**src/rtl/alu_stage.sv**
```systemverilog
// alu_stage
//   ALU stage fed by the shifter. It computes ADD/SUB/AND/NOT on the A operand
//   and the shifted B operand, with Z/N/V flags. Each result and its flags go
//   into a 2-entry in-order FIFO that the writeback stage reads with
//   valid/ready. A status register keeps the flags of the most recent
//   operation accepted with loads=1.
//
// Ports
//   clk        rising-edge clock
//   reset_n    asynchronous active-low reset
//   ain, bin   A operand, shifted B operand
//   alu_op     00 ADD, 01 SUB, 10 AND, 11 NOT (~bin)
//   loads      update status with this operation's flags on accept
//   in_valid   operation valid       / in_ready  stage can accept
//   out_valid  FIFO head is valid    / out_ready consumer takes head
//   out_data   head result, out_flags head {Z,N,V}
//   status     architectural {Z,N,V}
module alu_stage #(
    parameter int WIDTH = 16
) (
    input  logic             clk,
    input  logic             reset_n,
    input  logic [WIDTH-1:0] ain,
    input  logic [WIDTH-1:0] bin,
    input  logic [1:0]       alu_op,
    input  logic             loads,
    input  logic             in_valid,
    output logic             in_ready,
    output logic             out_valid,
    input  logic             out_ready,
    output logic [WIDTH-1:0] out_data,
    output logic [2:0]       out_flags,
    output logic [2:0]       status
);

    localparam int MSB = WIDTH - 1;
    localparam int EW  = WIDTH + 3;

    typedef enum logic [1:0] {
        OP_ADD = 2'b00,
        OP_SUB = 2'b01,
        OP_AND = 2'b10,
        OP_NOT = 2'b11
    } alu_op_e;

    logic [WIDTH-1:0] result;
    logic             flag_z;
    logic             flag_n;
    logic             flag_v;

    logic [EW-1:0]    mem [2];
    logic [EW-1:0]    last_pop;
    logic [EW-1:0]    head;
    logic             wr_ptr;
    logic             rd_ptr;
    logic [1:0]       count;
    logic             accept;
    logic             pop;

    always_comb begin
        result = '0;
        flag_v = 1'b0;
        case (alu_op_e'(alu_op))
            OP_ADD: begin
                result = ain + bin;
                flag_v = (ain[MSB] == bin[MSB]) && (result[MSB] != ain[MSB]);
            end
            OP_SUB: begin
                result = ain - bin;
                flag_v = (ain[MSB] != bin[MSB]) && (result[MSB] != ain[MSB]);
            end
            OP_AND: result = ain & bin;
            OP_NOT: result = ~bin;
            default: result = '0;
        endcase
        flag_z = (result == '0);
        flag_n = result[MSB];
    end

    // in_ready depends only on registered occupancy, never on out_ready.
    assign in_ready  = (count < 2'd2) && reset_n;
    assign out_valid = (count != 2'd0);
    assign accept    = in_valid && in_ready;
    assign pop       = out_valid && out_ready;

    // With the FIFO empty the outputs hold the last popped entry rather than
    // whatever stale slot the read pointer now points at.
    assign head      = out_valid ? mem[rd_ptr] : last_pop;
    assign out_data  = head[EW-1:3];
    assign out_flags = head[2:0];

    always_ff @(posedge clk or negedge reset_n) begin
        if (!reset_n) begin
            for (int i = 0; i < 2; i++) begin
                mem[i] <= '0;
            end
            last_pop <= '0;
            wr_ptr   <= 1'b0;
            rd_ptr   <= 1'b0;
            count    <= 2'd0;
            status   <= 3'b000;
        end else begin
            if (accept) begin
                mem[wr_ptr] <= {result, flag_z, flag_n, flag_v};
                wr_ptr      <= ~wr_ptr;
                if (loads) begin
                    status <= {flag_z, flag_n, flag_v};
                end
            end
            if (pop) begin
                last_pop <= mem[rd_ptr];
                rd_ptr   <= ~rd_ptr;
            end
            case ({accept, pop})
                2'b10:   count <= count + 2'd1;
                2'b01:   count <= count - 2'd1;
                default: count <= count;
            endcase
        end
    end

endmodule

```
**config.mk**
```make
export PLATFORM = sky130hd
export DESIGN_NAME = alu_stage
export DESIGN_NICKNAME = d
export VERILOG_FILES = /design/src/rtl/alu_stage.sv
export SDC_FILE = /design/constraint.sdc
export NUM_CORES = 1
export LEC_CHECK = 0
export BUFFER_PORTS_ARGS = -buffer_cell sky130_fd_sc_hd__clkbuf_2
export CAP_MARGIN = 30
export CORE_MARGIN = 5
export CORE_UTILIZATION = 45
export CTS_CLUSTER_SIZE = 28
export DETAILED_ROUTE_END_ITERATION = 12
export PLACE_DENSITY_LB_ADDON = 0.2
export SLEW_MARGIN = 20
export SYNTH_ARGS = -nofsm -noshare
export SYNTH_HDL_FRONTEND = slang
export SYNTH_SLANG_ARGS = --single-unit
export TNS_END_PERCENT = 30
```
**constraint.sdc**
```tcl
create_clock -name clk -period 2.4 [get_ports clk]
set_input_delay 0.12 -clock clk [delete_from_list [all_inputs] [get_ports clk]]
set_output_delay 0.12 -clock clk [all_outputs]
set_load 0.02 [all_outputs]
```
==> flow_metrics.tcl, run 1 <==
set metrics [dict create \
    outcome "finished, violations left" \
    violations "setup timing" \
    diodes 0 \
    drt_iter0_markers 289 \
    dr.pass1.iters 4 \
    wire_per_inst_um 14.4 \
    synth_edf_count 0 \
    grt_pass1_vias 4246 \
    power_density_mw_per_mm2 862 \
    die-area_mm2 0.0126 \
    finalSetupViolCount 2 \
    p_leak_nw 2.98 \
    n_fill_cell 991 \
    cts_root_buf "clkbuf_8" \
    dpl_cell_area_mm2 0.00570 \
    min_path_type "input port to register" \
    vdd_drop_max_mv 0.797 \
    core_mm2 0.0103 \
    slew_violations 0 \
    met2WireLength_um 5640 \
    fp.dieH_um 112 \
    yosysSeqAreaShare_pct 32.4 \
    clk_latency_ns 0.33 \
    grt_pass1_wl_um 20300 \
    grtUsageTotal_pct 19.1 \
    final_cell_mix "buf_4 (93), nand2_1 (84), o21ai_0 (68), dfrtp_1 (61), clkbuf_2 (60)" \
    critPathSlowestCell "fa_2" \
    wl_met3_um 413 \
    top_layer_used "met4" \
    worstPathMaxFanout 4 \
    fin_crit_sh_pct 101 \
    design_area_mm2 0.00601 \
    via_count 4376 \
    utilization_pct 58.5 \
    max_slew_margin_pct 49.8 \
    crit_type "input port to register" \
    p_total_w 0.00518 \
    path_clk_slew_ns 0.06 \
    cts_tree "yes" \
    start_util_pct 45.8 \
    die_x_um 112 \
    hold_violations 0 \
    syn-cell-area_mm2 0.00470 \
    syn_inst 565 \
    synth-main-ff-cell "dfrtp_1" \
    drc_errors 0 \
    ys_ff_latch 61 \
    wl_met1_um 5910 \
    ant_nets 0 \
    maxCapViolCount 0 \
    ys_async_sr_fraction_pct 100 \
    syn_avg_cell_area_um2 8.33 \
    grt_max_degree 62 \
    worst_slew_pin_slew_ns 0.752 \
    syn_nets 638 \
    rows 37 \
    nets 771 \
    final_common_cell "buf_4" \
    crit_required_ns 2.63 \
    hpwl_um 9560 \
    max_freq_mhz 412 \
    cp-start-kind "input port" \
    cts_num_sinks 61 \
    cts_buffers 9 \
    drt_wl_total_um 12100 \
    synth.distinct_cells 76 \
    yosysWarnings 0 \
    post_drt_via_cell_ratio 5.22 \
    io_buffers 62 \
    worst_slack_ns -0.0284 \
    areaGrowthSynthToFinish_pct 27.8 \
    fin_crit_ns 2.43 \
    cpPeakStageDelay_ns 0.36 \
    cts_max_path_buffers 2 \
    fin_skew_ns 0.00419 \
    drive_gt1_share_pct 30.6 \
    arrival_ns 2.66 \
    critical-path-top-delay-family "compound AO/OA/AOI/OAI gates" \
    dp_cells 819 \
    crit_chain "buf_8, ha_4, fa_2, nor2b_4, o311ai_4, a21oi_2, or2_1, a211oi_2, mux2i_1, o211ai_1, and4_1, nand4_2, o31ai_1" \
    routabilityCongestion 0.929 \
    crit_buf_inv 1 \
    grt_overflow 0 \
    io_pins 63 \
    final_cells 838 \
    antenna_found_initial 0 \
    htreeDepth 3 \
    rsz0062_at_grt "yes" \
    cp-end-kind "register" \
]
## power breakdown
group	switching, W	leakage, nW	internal, W
sequential	0.000220	0.779	0.00146
combinational	0.00167	2.11	0.00109
clock	0.000356	0.0833	0.000394
## stage by stage
step | setup TNS, ns | setup slack [ns] | hold WS, ns
3_5_place_dp | -6.01 | -0.588 | 0.355
4_1_cts | -0.0670 | -0.0251 | 0.174
2_1_floorplan | -0.267 | -0.0935 | -0.176
6_report | -0.0367 | -0.0284 | 0.193
3_3_place_gp | -4.33 | -0.530 | 0.344
5_1_grt | -0.749 | -0.212 | 0.202
## routing by layer
layer	up-vias	GRT usage, %
li1	2243	-
met1	2032	26.2
met2	87	31.6
met3	14	2.96
met4	0	4.65
met5	-	0
## cells in the mapped netlist (all sizes together) (3+ instances only)
master  count  area, um2
nand2      85        322
o21ai      74        374
dfrtp      61       1530
a21oi      49        249
nor2       44        165
ha         32        400
inv        31        116
mux2i      30        300
clkbuf     22        134
xnor2      14        123
buf        11       67.6
a21o        8       62.6
nor2b       8       55.1
o31ai       8       65.1
nand4       6       43.8
nor3        6       30.0
and3        5       33.8
o211ai      5       37.5
xor2        5       43.8
a211oi      4       45.1
nand2b      4       25.0
or2         4       25.0
or3         4       25.0
nor4        3       18.8
## what timing repair did
action | in CTS | in global routing
gates cloned | 0 | 0
pin swaps | 10 | 11
resized for setup | 8 | 21
setup endpoints to repair | 3 | 12
setup buffers | 2 | 1
hold endpoints to repair | 19 | 0
hold buffers | 1 | 0
## sequential cells by signal (all words and copies together), names as in the netlist
signal    count
rd_ptr        1
count         2
last_pop     18
wr_ptr        1
status        3
mem          36
## layout make-up
cell class,instances,area (um2),area share [%]
Clock buffer,13,149,2.48
Clock inverter,2,10.0,0.166
Inverter,32,123,2.04
Multi-Input combinational cell,438,3000,49.8
Sequential cell,61,1530,25.4
Tap cell,136,170,2.83
Timing Repair Buffer,156,1040,17.3
## final timing paths
path | startpoint | slack [ns] | to | cells after the start
worst max-delay path | bin[0] | -0.03 | mem[21] | 13
worst min-delay path | loads | 0.19 | status[2] | 3
worst max register to register | count[1] | 0.75 | mem[16] | 4
worst min register to register | mem[14] | 0.48 | mem[14] | 2
max in group asynchronous | reset_n | 1.40 | mem[33] | 3
min in group asynchronous | reset_n | 0.51 | last_pop[3] | 3
## worst reg2reg max path, cell delays in order, from the launching register on
cell	delay [ns]
dfrtp_1	0.40
nor2b_1	0.16
and2_2	0.22
nand2_2	0.36
mux2_2	0.41
## cells by family (layout without fill, tap and decap cells)
| kind of cell | Yosys count | count (layout) | synth area share (%) |
|---|---|---|---|
| AO/OA/AOI/OAI | 175 | 175 | 23.4 |
| XOR/XNOR | 19 | 19 | 3.54 |
| adder cells (fa/ha/maj) | 34 | 34 | 9.36 |
| buffers and inverters | 66 | 203 | 7.07 |
| flip-flops | 61 | 61 | 32.4 |
| multiplexers | 31 | 31 | 6.62 |
| AND/OR/NAND/NOR | 179 | 179 | 17.6 |
Note: power is estimated with default switching activity, not from simulation.
==> run 2: changes to the inputs <==
--- a/config.mk
+++ b/config.mk
@@ -5,6 +5,7 @@
 export SDC_FILE = /design/constraint.sdc
 export NUM_CORES = 1
 export LEC_CHECK = 0
+export ABC_AREA = 1
 export BUFFER_PORTS_ARGS = -buffer_cell sky130_fd_sc_hd__clkbuf_2
 export CAP_MARGIN = 30
 export CORE_MARGIN = 5
==> constraint.sdc (replaced) <==
create_clock -name clk -period 2.4 [get_ports clk]
set_input_delay 0.12 -clock clk [delete_from_list [all_inputs] [get_ports clk]]
set_output_delay 0.12 -clock clk [all_outputs]
set_load 0.005 [all_outputs]
==> flow_metrics.tcl, run 2 <==
set metrics [dict create \
    outcome "finished, violations left" \
    violations "hold timing" \
    p_clk_share_pct 22.8 \
    worstPathMaxFanout 8 \
    path_clk_slew_ns 0.05 \
    multi_input_area_mm2 0.00300 \
    cts_setup_buffers 0 \
    cts_buffers 9 \
    drc_errors 0 \
    power_density_mw_per_mm2 844 \
    post_drt_via_cell_ratio 5.06 \
    syn_nets 909 \
    drt_iter0_markers 496 \
    synth-main-ff-cell "dfrtp_1" \
    finalSetupViolCount 0 \
    die-area_mm2 0.0137 \
    p_seq_share_pct 33.2 \
    cts_max_path_buffers 2 \
    final_common_cell "nand2_1" \
    dr.pass1.iters 5 \
    crit_chain "clkbuf_2, inv_1, ha_1, nand2_2, nor2_1, nand2_1, nand3_1, nand2_1, nand2_1, nand2_1, nand3_1, nand2_1, nor2_1, nand2_1, nor2_2, nand4_1, nand2_1" \
    diodes 0 \
    synth_commonest_cells "nand2_1 (317), inv_1 (124), o21ai_0 (84)" \
    ys_async_sr_fraction_pct 100 \
    fin_skew_ns 0.00509 \
    worst_slack_ns 0.403 \
    routabilityCongestion 1.00 \
    yosysSeqAreaShare_pct 29.5 \
    min_path_type "input port to async pin" \
    final_cell_mix "nand2_1 (317), inv_1 (124), o21ai_0 (84), clkbuf_2 (62), dfrtp_1 (61)" \
    synth_top_family_by_area "simple AND/OR/NAND/NOR gates" \
    design_area_mm2 0.00588 \
    comb_power_share_pct 44.0 \
    final_cells 1042 \
    yosysWarnings 0 \
    hpwl_um 10800 \
    cts_tree "yes" \
    synth.distinct_cells 33 \
    switching_share_pct 40.6 \
    synthAdderAreaFrac_pct 8.52 \
    worst_slew_pin_slew_ns 0.809 \
    syn_inst 836 \
    nets 967 \
    max_freq_mhz 501 \
    reg2reg_to "mem[33]" \
    vdd_drop_max_mv 0.616 \
    antenna_found_initial 0 \
    synth_xor_area_share_pct 1.35 \
    htreeDepth 3 \
    critPathSlowestCell "ha_1" \
    synth_top_area_share_pct 29.5 \
    dpl_cell_area_mm2 0.00561 \
    top_regs "mem x36, last_pop x18, status x3" \
    synth.most_common_cell "nand2_1" \
    yosys.area.top_type "dfrtp_1" \
    crit_required_ns 2.66 \
    cts_root_buf "clkbuf_16" \
    cpPeakStageDelay_ns 0.42 \
    grt_max_degree 62 \
    wire_per_inst_um 13.2 \
    arrival_ns 2.26 \
    clk_latency_ns 0.32 \
    crit_top_cell "nand2_1" \
    worstReg2RegStart "count[1]" \
    drt_wl_total_um 13800 \
    tns_ns 0 \
    maxCapViolCount 0 \
    rsz0062_at_grt "no" \
    n_fill_cell 1187 \
    dp_cells 1026 \
    grtUsageTotal_pct 20.9 \
    rows 39 \
    critical_path.startpoint "bin[4]" \
    ys_ff_latch 61 \
    synthSimpleGateAreaFrac_pct 35.9 \
    grt_pass1_wl_um 22700 \
    via_count 5268 \
    fin_crit_sh_pct 83.2 \
    fin_crit_ns 2.00 \
    start_util_pct 45.7 \
    r2r_cells 6 \
    hold_violations 33 \
    crit_buf_inv 2 \
    synth_edf_count 0 \
    cp-start-kind "input port" \
    core_mm2 0.0113 \
    io_buffers 62 \
    dp_worst_setup_slack_ns 0.0702 \
    registers.top_by_ff_count "mem" \
    p_total_w 0.00496 \
    hold_ws_ns -0.0468 \
    cts_hold_repair.buffers 0 \
    drive_gt1_share_pct 11.9 \
    areaGrowthSynthToFinish_pct 13.7 \
    largest_register_ffs 36 \
    critical-path-top-delay-family "simple AND/OR/NAND/NOR gates" \
    power_switching_w 0.00201 \
    grt_overflow 0 \
    cts_resized 0 \
    seqCellArea_mm2 0.00153 \
    ant_nets 0 \
    ys_top_cells_by_area "dfrtp_1 (30%), nand2_1 (23%), inv_1 (9.0%)" \
    max_slew_margin_pct 46.0 \
    p_int_w 0.00295 \
    synth_compound_area_share_pct 12.3 \
    cts_num_sinks 61 \
    crit_type "input port to register" \
    syn_avg_cell_area_um2 6.19 \
    cp-end-kind "register" \
    io_pins 63 \
    die_x_um 117 \
    slew_violations 0 \
    p_leak_nw 3.30 \
    reg2reg_slack_ns 0.63 \
    syn-cell-area_mm2 0.00517 \
    fp.dieH_um 117 \
    grt_pass1_vias 4741 \
    synth.area.mux_share_pct 0 \
]
-- run 2: cell families (layout without fill, tap and decap cells) --
family                   count (synthesis)  after routing
AO/OA/AOI/OAI                          121            121
XOR/XNOR                                 8              8
adder cells (fa/ha/maj)                 34             34
AND/OR/NAND/NOR                        454            454
buffers and inverters                  158            221
flip-flops                              61             61
-- run 2: power groups by stage --
stage	clock, W	sequential [W]	combinational [W]
final	0.00113	0.00165	0.00218
after global routing	0.00120	0.00171	0.00253
after CTS	0.00116	0.00165	0.00220
after detailed placement	0	0.00166	0.00218
after global placement	0	0.00165	0.00217
after floorplan	0	0.00162	0.00150
-- run 2: worst max path at each step --
stage / cells after the start / endpoint
after floorplan: 16 / mem[21]
after global placement: 17 / mem[21]
after detailed placement: 17 / mem[2]
after CTS: 17 / mem[2]
after global routing: 17 / mem[2]
final: 17 / mem[2]
-- run 2: through the flow --
stage / util (%) / hold WS [ns]
floorplan: - / -0.176
global placement: 49.6 / 0.357
detailed placement: 49.6 / 0.351
CTS: 51.9 / 0.00471
global route: 51.9 / 0.0436
finish: 51.9 / -0.0468
-- run 2: cell type report --
cell class / count / area share, %
Timing Repair Buffer: 77 / 7.19
Multi-Input combinational cell: 617 / 51.1
Clock buffer: 9 / 3.83
Inverter: 128 / 8.17
Tap cell: 143 / 3.04
Sequential cell: 61 / 26.0
Clock inverter: 7 / 0.724
-- run 2: metal layers --
metal / wire length, um / GRT usage [%]
met1: 6250 / 28.1
met2: 6290 / 34.6
met3: 835 / 2.88
met4: 396 / 7.19
met5: 0 / 0
